## src/rtl/icache_buf_pkg.sv

```systemverilog
// rtl/icache_buf_pkg.sv - shared types, default widths and width helpers for the fetch line buffer
package icache_buf_pkg;

  localparam int DEF_ADDR_W  = 40;
  localparam int DEF_LINE_W  = 128;
  localparam int DEF_INST_W  = 32;
  localparam int DEF_ENTRIES = 4;
  localparam int DEF_IDX_W   = 12;

  typedef enum logic [0:0] {
    ST_IDLE = 1'b0,
    ST_WAIT = 1'b1
  } state_e;

  // Byte-offset bits inside one cache line.
  function automatic int off_w(input int line_w);
    return $clog2(line_w / 8);
  endfunction

  // Word-select bits; kept at least 1 so single-word lines still have a legal index.
  function automatic int wsel_w(input int line_w, input int inst_w);
    int w;
    w = $clog2(line_w / 8) - $clog2(inst_w / 8);
    return (w > 0) ? w : 1;
  endfunction

  typedef struct packed {
    logic                                                 valid;
    logic [DEF_ADDR_W-$clog2(DEF_LINE_W/8)-1:0]           tag;
    logic [DEF_LINE_W-1:0]                                data;
  } entry_t;

endpackage

```

## src/rtl/line_buffer_array.sv

```systemverilog
// rtl/line_buffer_array.sv - fully associative line store with one-hot lookup and round-robin fill
module line_buffer_array
  import icache_buf_pkg::*;
#(
  parameter int LINE_W  = DEF_LINE_W,
  parameter int INST_W  = DEF_INST_W,
  parameter int ENTRIES = DEF_ENTRIES,
  parameter int TAG_W   = DEF_ADDR_W - off_w(DEF_LINE_W),
  parameter int WSEL_W  = wsel_w(DEF_LINE_W, DEF_INST_W)
) (
  input  logic                clk_i,
  input  logic                rstn_i,
  input  logic                flush_i,
  input  logic                lookup_valid_i,
  input  logic [TAG_W-1:0]    lookup_tag_i,
  input  logic [WSEL_W-1:0]   wsel_i,
  input  logic                wr_en_i,
  input  logic [TAG_W-1:0]    wr_tag_i,
  input  logic [LINE_W-1:0]   wr_data_i,
  output logic                hit_o,
  output logic [ENTRIES-1:0]  hit_oh_o,
  output logic [INST_W-1:0]   rd_inst_o
);

  localparam int PTR_W = (ENTRIES > 1) ? $clog2(ENTRIES) : 1;
  localparam int WORDS = LINE_W / INST_W;

  logic [ENTRIES-1:0]             valid_q, valid_d;
  logic [PTR_W-1:0]               rr_q, rr_d;
  logic [TAG_W-1:0]               tag_q  [ENTRIES];
  logic [LINE_W-1:0]              data_q [ENTRIES];
  logic [LINE_W-1:0]              rd_line;
  logic [WORDS-1:0][INST_W-1:0]   rd_words;
  logic                           wr_fire;

  always_comb begin
    hit_oh_o = '0;
    for (int i = 0; i < ENTRIES; i++) begin
      hit_oh_o[i] = lookup_valid_i & valid_q[i] & (tag_q[i] == lookup_tag_i);
    end
  end

  assign hit_o = |hit_oh_o;

  // Tags are unique, so an AND-OR over the one-hot vector is a clean mux.
  always_comb begin
    rd_line = '0;
    for (int i = 0; i < ENTRIES; i++) begin
      rd_line = rd_line | ({LINE_W{hit_oh_o[i]}} & data_q[i]);
    end
  end

  assign rd_words  = rd_line;
  assign rd_inst_o = rd_words[wsel_i];

  assign wr_fire = wr_en_i & ~flush_i;

  always_comb begin
    valid_d = valid_q;
    rr_d    = rr_q;
    if (flush_i) begin
      valid_d = '0;
    end else if (wr_en_i) begin
      valid_d[rr_q] = 1'b1;
      rr_d          = (rr_q == PTR_W'(ENTRIES - 1)) ? '0 : rr_q + PTR_W'(1);
    end
  end

  always_ff @(posedge clk_i) begin
    if (!rstn_i) begin
      valid_q <= '0;
      rr_q    <= '0;
    end else begin
      valid_q <= valid_d;
      rr_q    <= rr_d;
    end
  end

  always_ff @(posedge clk_i) begin
    if (wr_fire) begin
      tag_q[rr_q]  <= wr_tag_i;
      data_q[rr_q] <= wr_data_i;
    end
  end

endmodule

```

## src/rtl/icache_line_buffer.sv

```systemverilog
// rtl/icache_line_buffer.sv - fetch-side multi-line buffer with single outstanding icache request
module icache_line_buffer
  import icache_buf_pkg::*;
#(
  parameter int ADDR_W  = DEF_ADDR_W,
  parameter int LINE_W  = DEF_LINE_W,
  parameter int INST_W  = DEF_INST_W,
  parameter int ENTRIES = DEF_ENTRIES,
  parameter int IDX_W   = DEF_IDX_W
) (
  input  logic                      clk_i,
  input  logic                      rstn_i,
  input  logic                      fetch_valid_i,
  input  logic [ADDR_W-1:0]         fetch_vaddr_i,
  input  logic                      fetch_kill_i,
  input  logic                      fetch_inv_icache_i,
  input  logic                      fetch_inv_buffer_i,
  input  logic                      icache_req_ready_i,
  input  logic                      icache_resp_valid_i,
  input  logic [ADDR_W-1:0]         icache_resp_vaddr_i,
  input  logic [LINE_W-1:0]         icache_resp_data_i,
  input  logic                      tlb_xcp_i,
  output logic                      icache_req_valid_o,
  output logic [IDX_W-1:0]          icache_req_idx_o,
  output logic [ADDR_W-IDX_W-1:0]   icache_req_vpn_o,
  output logic                      icache_req_kill_o,
  output logic                      icache_invalidate_o,
  output logic                      resp_valid_o,
  output logic [INST_W-1:0]         resp_inst_o,
  output logic                      resp_xcp_o,
  output logic                      miss_o
);

  localparam int LN_OFF_W  = off_w(LINE_W);
  localparam int IB_W      = $clog2(INST_W / 8);
  localparam int LN_WSEL_W = wsel_w(LINE_W, INST_W);
  localparam int TAG_W     = ADDR_W - LN_OFF_W;
  localparam int WORDS     = LINE_W / INST_W;

  state_e                        state_q, state_d;
  logic [ADDR_W-1:0]             req_addr_q, req_addr_d, req_addr;
  logic [TAG_W-1:0]              fetch_tag, resp_tag, req_tag;
  logic [LN_WSEL_W-1:0]          wsel;
  logic                          hit, miss, do_req, redirect, resp_ok;
  logic                          req_valid, resp_valid, wait_kill;
  logic [ENTRIES-1:0]            hit_oh;
  logic [INST_W-1:0]             buf_inst, bypass_inst;
  logic [WORDS-1:0][INST_W-1:0]  resp_words;
  logic                          unused_addr_bits;

  assign fetch_tag = fetch_vaddr_i[ADDR_W-1:LN_OFF_W];
  assign resp_tag  = icache_resp_vaddr_i[ADDR_W-1:LN_OFF_W];
  assign req_tag   = req_addr_q[ADDR_W-1:LN_OFF_W];

  generate
    if (LN_OFF_W > IB_W) begin : g_wsel
      assign wsel = fetch_vaddr_i[LN_OFF_W-1:IB_W];
    end else begin : g_no_wsel
      assign wsel = '0;
    end
  endgenerate

  assign unused_addr_bits = ^{fetch_vaddr_i, icache_resp_vaddr_i};

  line_buffer_array #(
    .LINE_W  (LINE_W),
    .INST_W  (INST_W),
    .ENTRIES (ENTRIES),
    .TAG_W   (TAG_W),
    .WSEL_W  (LN_WSEL_W)
  ) u_array (
    .clk_i          (clk_i),
    .rstn_i         (rstn_i),
    .flush_i        (fetch_inv_buffer_i),
    .lookup_valid_i (fetch_valid_i),
    .lookup_tag_i   (fetch_tag),
    .wsel_i         (wsel),
    .wr_en_i        (resp_ok),
    .wr_tag_i       (resp_tag),
    .wr_data_i      (icache_resp_data_i),
    .hit_o          (hit),
    .hit_oh_o       (hit_oh),
    .rd_inst_o      (buf_inst)
  );

  assign miss     = fetch_valid_i & ~hit;
  assign do_req   = miss & ~fetch_inv_buffer_i & icache_req_ready_i;
  assign redirect = (fetch_tag != req_tag);
  assign resp_ok  = icache_resp_valid_i & ~tlb_xcp_i & (resp_tag == fetch_tag);

  assign resp_words  = icache_resp_data_i;
  assign bypass_inst = resp_words[wsel];

  always_comb begin
    state_d    = state_q;
    req_addr_d = req_addr_q;
    req_valid  = 1'b0;
    resp_valid = hit;
    wait_kill  = 1'b0;
    case (state_q)
      ST_IDLE: begin
        req_valid  = do_req;
        resp_valid = hit | (tlb_xcp_i & do_req);
        if (do_req && !tlb_xcp_i) begin
          state_d    = ST_WAIT;
          req_addr_d = fetch_vaddr_i;
        end
      end
      ST_WAIT: begin
        resp_valid = hit | resp_ok;
        wait_kill  = redirect;
        if (resp_ok || fetch_kill_i || fetch_inv_icache_i || redirect) begin
          state_d = ST_IDLE;
        end
      end
      default: state_d = ST_IDLE;
    endcase
  end

  // The fresh PC goes out on the issuing cycle; afterwards the latched one is shown.
  assign req_addr = (state_q == ST_IDLE && do_req) ? fetch_vaddr_i : req_addr_q;

  always_ff @(posedge clk_i) begin
    if (!rstn_i) begin
      state_q    <= ST_IDLE;
      req_addr_q <= '0;
    end else begin
      state_q    <= state_d;
      req_addr_q <= req_addr_d;
    end
  end

  assign icache_req_valid_o  = req_valid;
  assign icache_req_idx_o    = req_addr[IDX_W-1:0];
  assign icache_req_vpn_o    = req_addr[ADDR_W-1:IDX_W];
  assign icache_req_kill_o   = fetch_kill_i | wait_kill;
  assign icache_invalidate_o = fetch_inv_icache_i;
  assign resp_valid_o        = resp_valid;
  assign resp_xcp_o          = tlb_xcp_i & miss;
  assign miss_o              = miss;
  assign resp_inst_o         = resp_xcp_o ? '0 : (hit ? buf_inst : bypass_inst);

endmodule
```

## config.mk

```make
export PLATFORM = sky130hd
export DESIGN_NAME = icache_line_buffer
export DESIGN_NICKNAME = d
export VERILOG_FILES = /design/src/rtl/icache_buf_pkg.sv /design/src/rtl/line_buffer_array.sv /design/src/rtl/icache_line_buffer.sv
export SDC_FILE = /design/constraint.sdc
export NUM_CORES = 1
export LEC_CHECK = 0
export BUFFER_PORTS_ARGS = -buffer_cell sky130_fd_sc_hd__buf_2
export CORE_UTILIZATION = 50
export DETAILED_ROUTE_END_ITERATION = 8
export HOLD_SLACK_MARGIN = 0.1
export PLACE_DENSITY = 0.67
export SLEW_MARGIN = 20
export SYNTH_ARGS = -nofsm -noshare
export SYNTH_HDL_FRONTEND = slang
export SYNTH_SLANG_ARGS = --single-unit
```

## constraint.sdc

```tcl
create_clock -name clk_i -period 33.1 [get_ports clk_i]
set_input_delay 1.655 -clock clk_i [delete_from_list [all_inputs] [get_ports clk_i]]
set_output_delay 1.655 -clock clk_i [all_outputs]
set_load 0.03 [all_outputs]
```

==> run_results.csv <==
group,metric,value,unit
routing,initialDrtViolationCount,1988,
placement,place_hpwl,42200,um
synth,ys_seq_area_share,71.3,%
routing,met1_length,30000,um
worst_setup_path,slowest_delay,0.82,ns
clocking,clkTransAtPathRegs,0.06,ns
worst_setup_path,start_kind,"input port",
sta,finalSetupViolations,0,
synth,synth_ff_type,"edfxtp_1",
floorplan,start_util,50.9,%
routing,ant_nets,0,
sta,finClkSkew,0.0217,ns
clocking,postCtsResizedCells,0,
routing,drt_wl_total,72900,um
worst_setup_path,worst-path-max-fanout,67,
routing,routed.top_layer,"met5",
clocking,clock_latency,0.62,ns
worst_setup_path,reg2reg_depth,10,
floorplan,placementRows,87,
clocking,clockRootBuffer,"clkbuf_16",
synth,ys_seq_elements,703,
worst_setup_path,cp.depth,12,
sta,slew_violations,0,
sta,layout_setup_ws,25.49,ns
routing,wl_met2,35200,um
final_layout,areaGrowthSynthToFinish,14.4,%
clocking,cts_hold_buf,0,
routing,vias_per_cell,6.03,
routing,firstDrtPassIters,9,
clocking,cts_sinks,703,
pwr,p_sw_share,21.8,%
clocking,ctsHtreeMaxLevel,3,
grt,grt_pass1_wl,107000,um
pwr,power_density,56.2,nW/um^2
worst_setup_path,crit_arrival,5.95,ns
sta,fmax,131,MHz
pwr,power.switching,0.405,mW
final_layout,finalNetCount,2280,
placement,port_buffers,290,
sta,fin_crit_sh,23.0,%
synth,synth_fp_nets,2025,
synth,avgSynthCellArea,16.0,um^2
synth,synth_top_area_share,68.1,%
floorplan,die_x,243,um
pwr,p_leak,11.2,nW
worst_setup_path,cp.required,31.44,ns
pwr,p_total,1.86,mW
routing,drc_errors,0,
routing,wl_met3,5880,um
worst_setup_path,worst-setup-path-type,"in2out",
placement,post_dp_cell_area,30800,um^2
pwr,peakVddDrop,35.2,uV
sta,rsz0062_at_grt,"no",
synth,synth_edf_count,656,
pwr,power_frac_seq,52.2,%
final_layout,layout_commonest_cell,"edfxtp_1",
worst_setup_path,slowest_stage,"buf_4",
worst_setup_path,cp_top_family,"buffers and inverters",
hold_path,worstHoldPathType,"reg2reg",
sta,period_needed,7.61,ns
synth,ys_types,48,
grt,antenna_found_initial,11,
grt,grt_pass1_vias,17028,
sta,slew_headroom,26.0,%
clocking,post-cts-setup-buffers,0,
final_layout,fillers,4387,
final_layout,final_layout_size_suffix_gt1_share,23.7,%
clocking,clock_path_buffers,3,
sta,finalHoldViolations,0,
hold_path,hold_depth,2,
synth,yosys_warnings,0,
grt,grt_max_degree,144,
worst_setup_path,critPathBufInv,4,
floorplan,io_pins,295,
floorplan,fp.dieH,243,um
synth,yosys.area.top_type,"edfxtp_1",
final_layout,final_util,58.3,%
run_status,status,"complete, no violations",
pwr,p_int,1.46,mW
pwr,p_comb_share,6.3,%
routing,num_vias,17360,
worst_setup_path,cp_cell_sequence,"buf_2, xor2_1, nor4_1, nand4_1, nor3_4, buf_4, buf_4, a222oi_1, and3_1, a31oi_1, a22o_1, buf_2",
flow_run,cap_violations,0,
final_layout,finalInstanceArea,33100,um^2
clocking,cts_buffers,74,
synth,netlist_area,28900,um^2
synth,netlist_instances,1804,
final_layout,mostFrequentLayoutCells,"edfxtp_1 (656), buf_2 (289), nand2_1 (143), a222oi_1 (127), xor2_1 (114)",
pwr,clockPowerShare,41.5,%
routing,wl_per_cell,25.3,um
sta,worst_pin_slew,1.11,ns
worst_setup_path,critPathCaptureType,"primary output",
floorplan,dieArea,58800,um^2
sta,tns,0,ns
placement,pre_cts_slack,25.51,ns
floorplan,core-area,56800,um^2
clocking,cts_tree,"yes",
placement,place_congestion,0.803,
synth,synth.area.top_cells,"edfxtp_1 (68%), a222oi_1 (4.4%), xor2_1 (3.4%)",
grt,grt_use_total,24.4,%
grt,grt_overflow,0,
synth,async_flop_share,0,%
==> worst min-delay path, stage by stage (launching register included) <==
cell     delay, ns
dfxtp_1       0.31
nand3_1       0.05
o21ai_0       0.06
==> cell families (layout without fill, tap and decap cells) <==
family                   after synthesis  count (layout)  share of synthesized area (%)
AO/OA/AOI/OAI                        307             307                           8.13
XOR/XNOR                             212             212                           6.42
adder cells (fa/ha/maj)                4               4                          0.173
buffers and inverters                146             457                           2.89
flip-flops                           703             703                           71.3
multiplexers                          75              75                           4.66
other                                  0               9                              0
AND/OR/NAND/NOR                      357             357                           6.42
==> per-stage QoR <==
stage	instances	hold WS (ns)
after floorplan	1804	0.436
after global placement	2739	0.455
after detailed placement	2739	0.466
after CTS	2871	0.476
after global routing	2876	0.501
final	2880	0.474
==> final timing paths <==
path / from / end / slack [ns]
worst max-delay path: fetch_vaddr_i[36] / resp_inst_o[18] / 25.49
worst max register to register: u_array.tag_q[0][8] / req_addr_q[0] / 29.13
worst min-delay path: req_addr_q[1] / req_addr_q[1] / 0.47
worst min register to register: req_addr_q[1] / req_addr_q[1] / 0.47
==> cell usage after synthesis, drive strengths merged, types with 3 or more instances <==
library cell,instances
mux4,32
nand4,34
a21oi,66
nor3b,4
o21ai,44
xor2,114
a31oi,30
mux2i,3
nor3,8
and2,3
a22oi,4
nor2,9
nor4,34
a22o,30
a222oi,127
ha,4
clkbuf,37
inv,9
xnor2,98
mux2,40
nand3,47
and3,62
dfxtp,47
nand2b,3
edfxtp,656
nand2,144
buf,100
nor2b,6
==> cell type report <==
cell class              instances  area, um^2  area share (%)
well taps                     756         946            2.86
multi-input cells             955        7510            22.7
repair buffers                316        1690            5.09
clock buffers                 101        2050            6.19
inverters                       9        33.8           0.102
clock inverters                31         214           0.646
flip-flops and latches        703       20600            62.3
diodes                          9        22.5          0.0680
==> flip-flops by register name (all words and copies together) (netlist names) <==
register         cells
u_array.data_q     512
u_array.tag_q      144
req_addr_q          40
u_array.valid_q      4
u_array.rr_q         2
state_q              1
==> per-layer routing <==
layer	track usage, %	up-vias
met4	7.81	6
met1	34.2	8775
li1	-	7696
met2	38.8	772
met5	0	-
met3	4.75	111
==> power by group through the flow <==
| stage | Clock (mW) | Combinational, mW | Sequential [mW] |
|---|---|---|---|
| finish | 0.774 | 0.116 | 0.972 |
| global route | 0.819 | 0.124 | 0.972 |
| CTS | 0.786 | 0.117 | 0.972 |
| detailed placement | 0 | 0.116 | 0.991 |
| global placement | 0 | 0.114 | 0.991 |
| floorplan | 0 | 0.0689 | 0.991 |
Note: power is estimated with default switching activity, not from simulation.
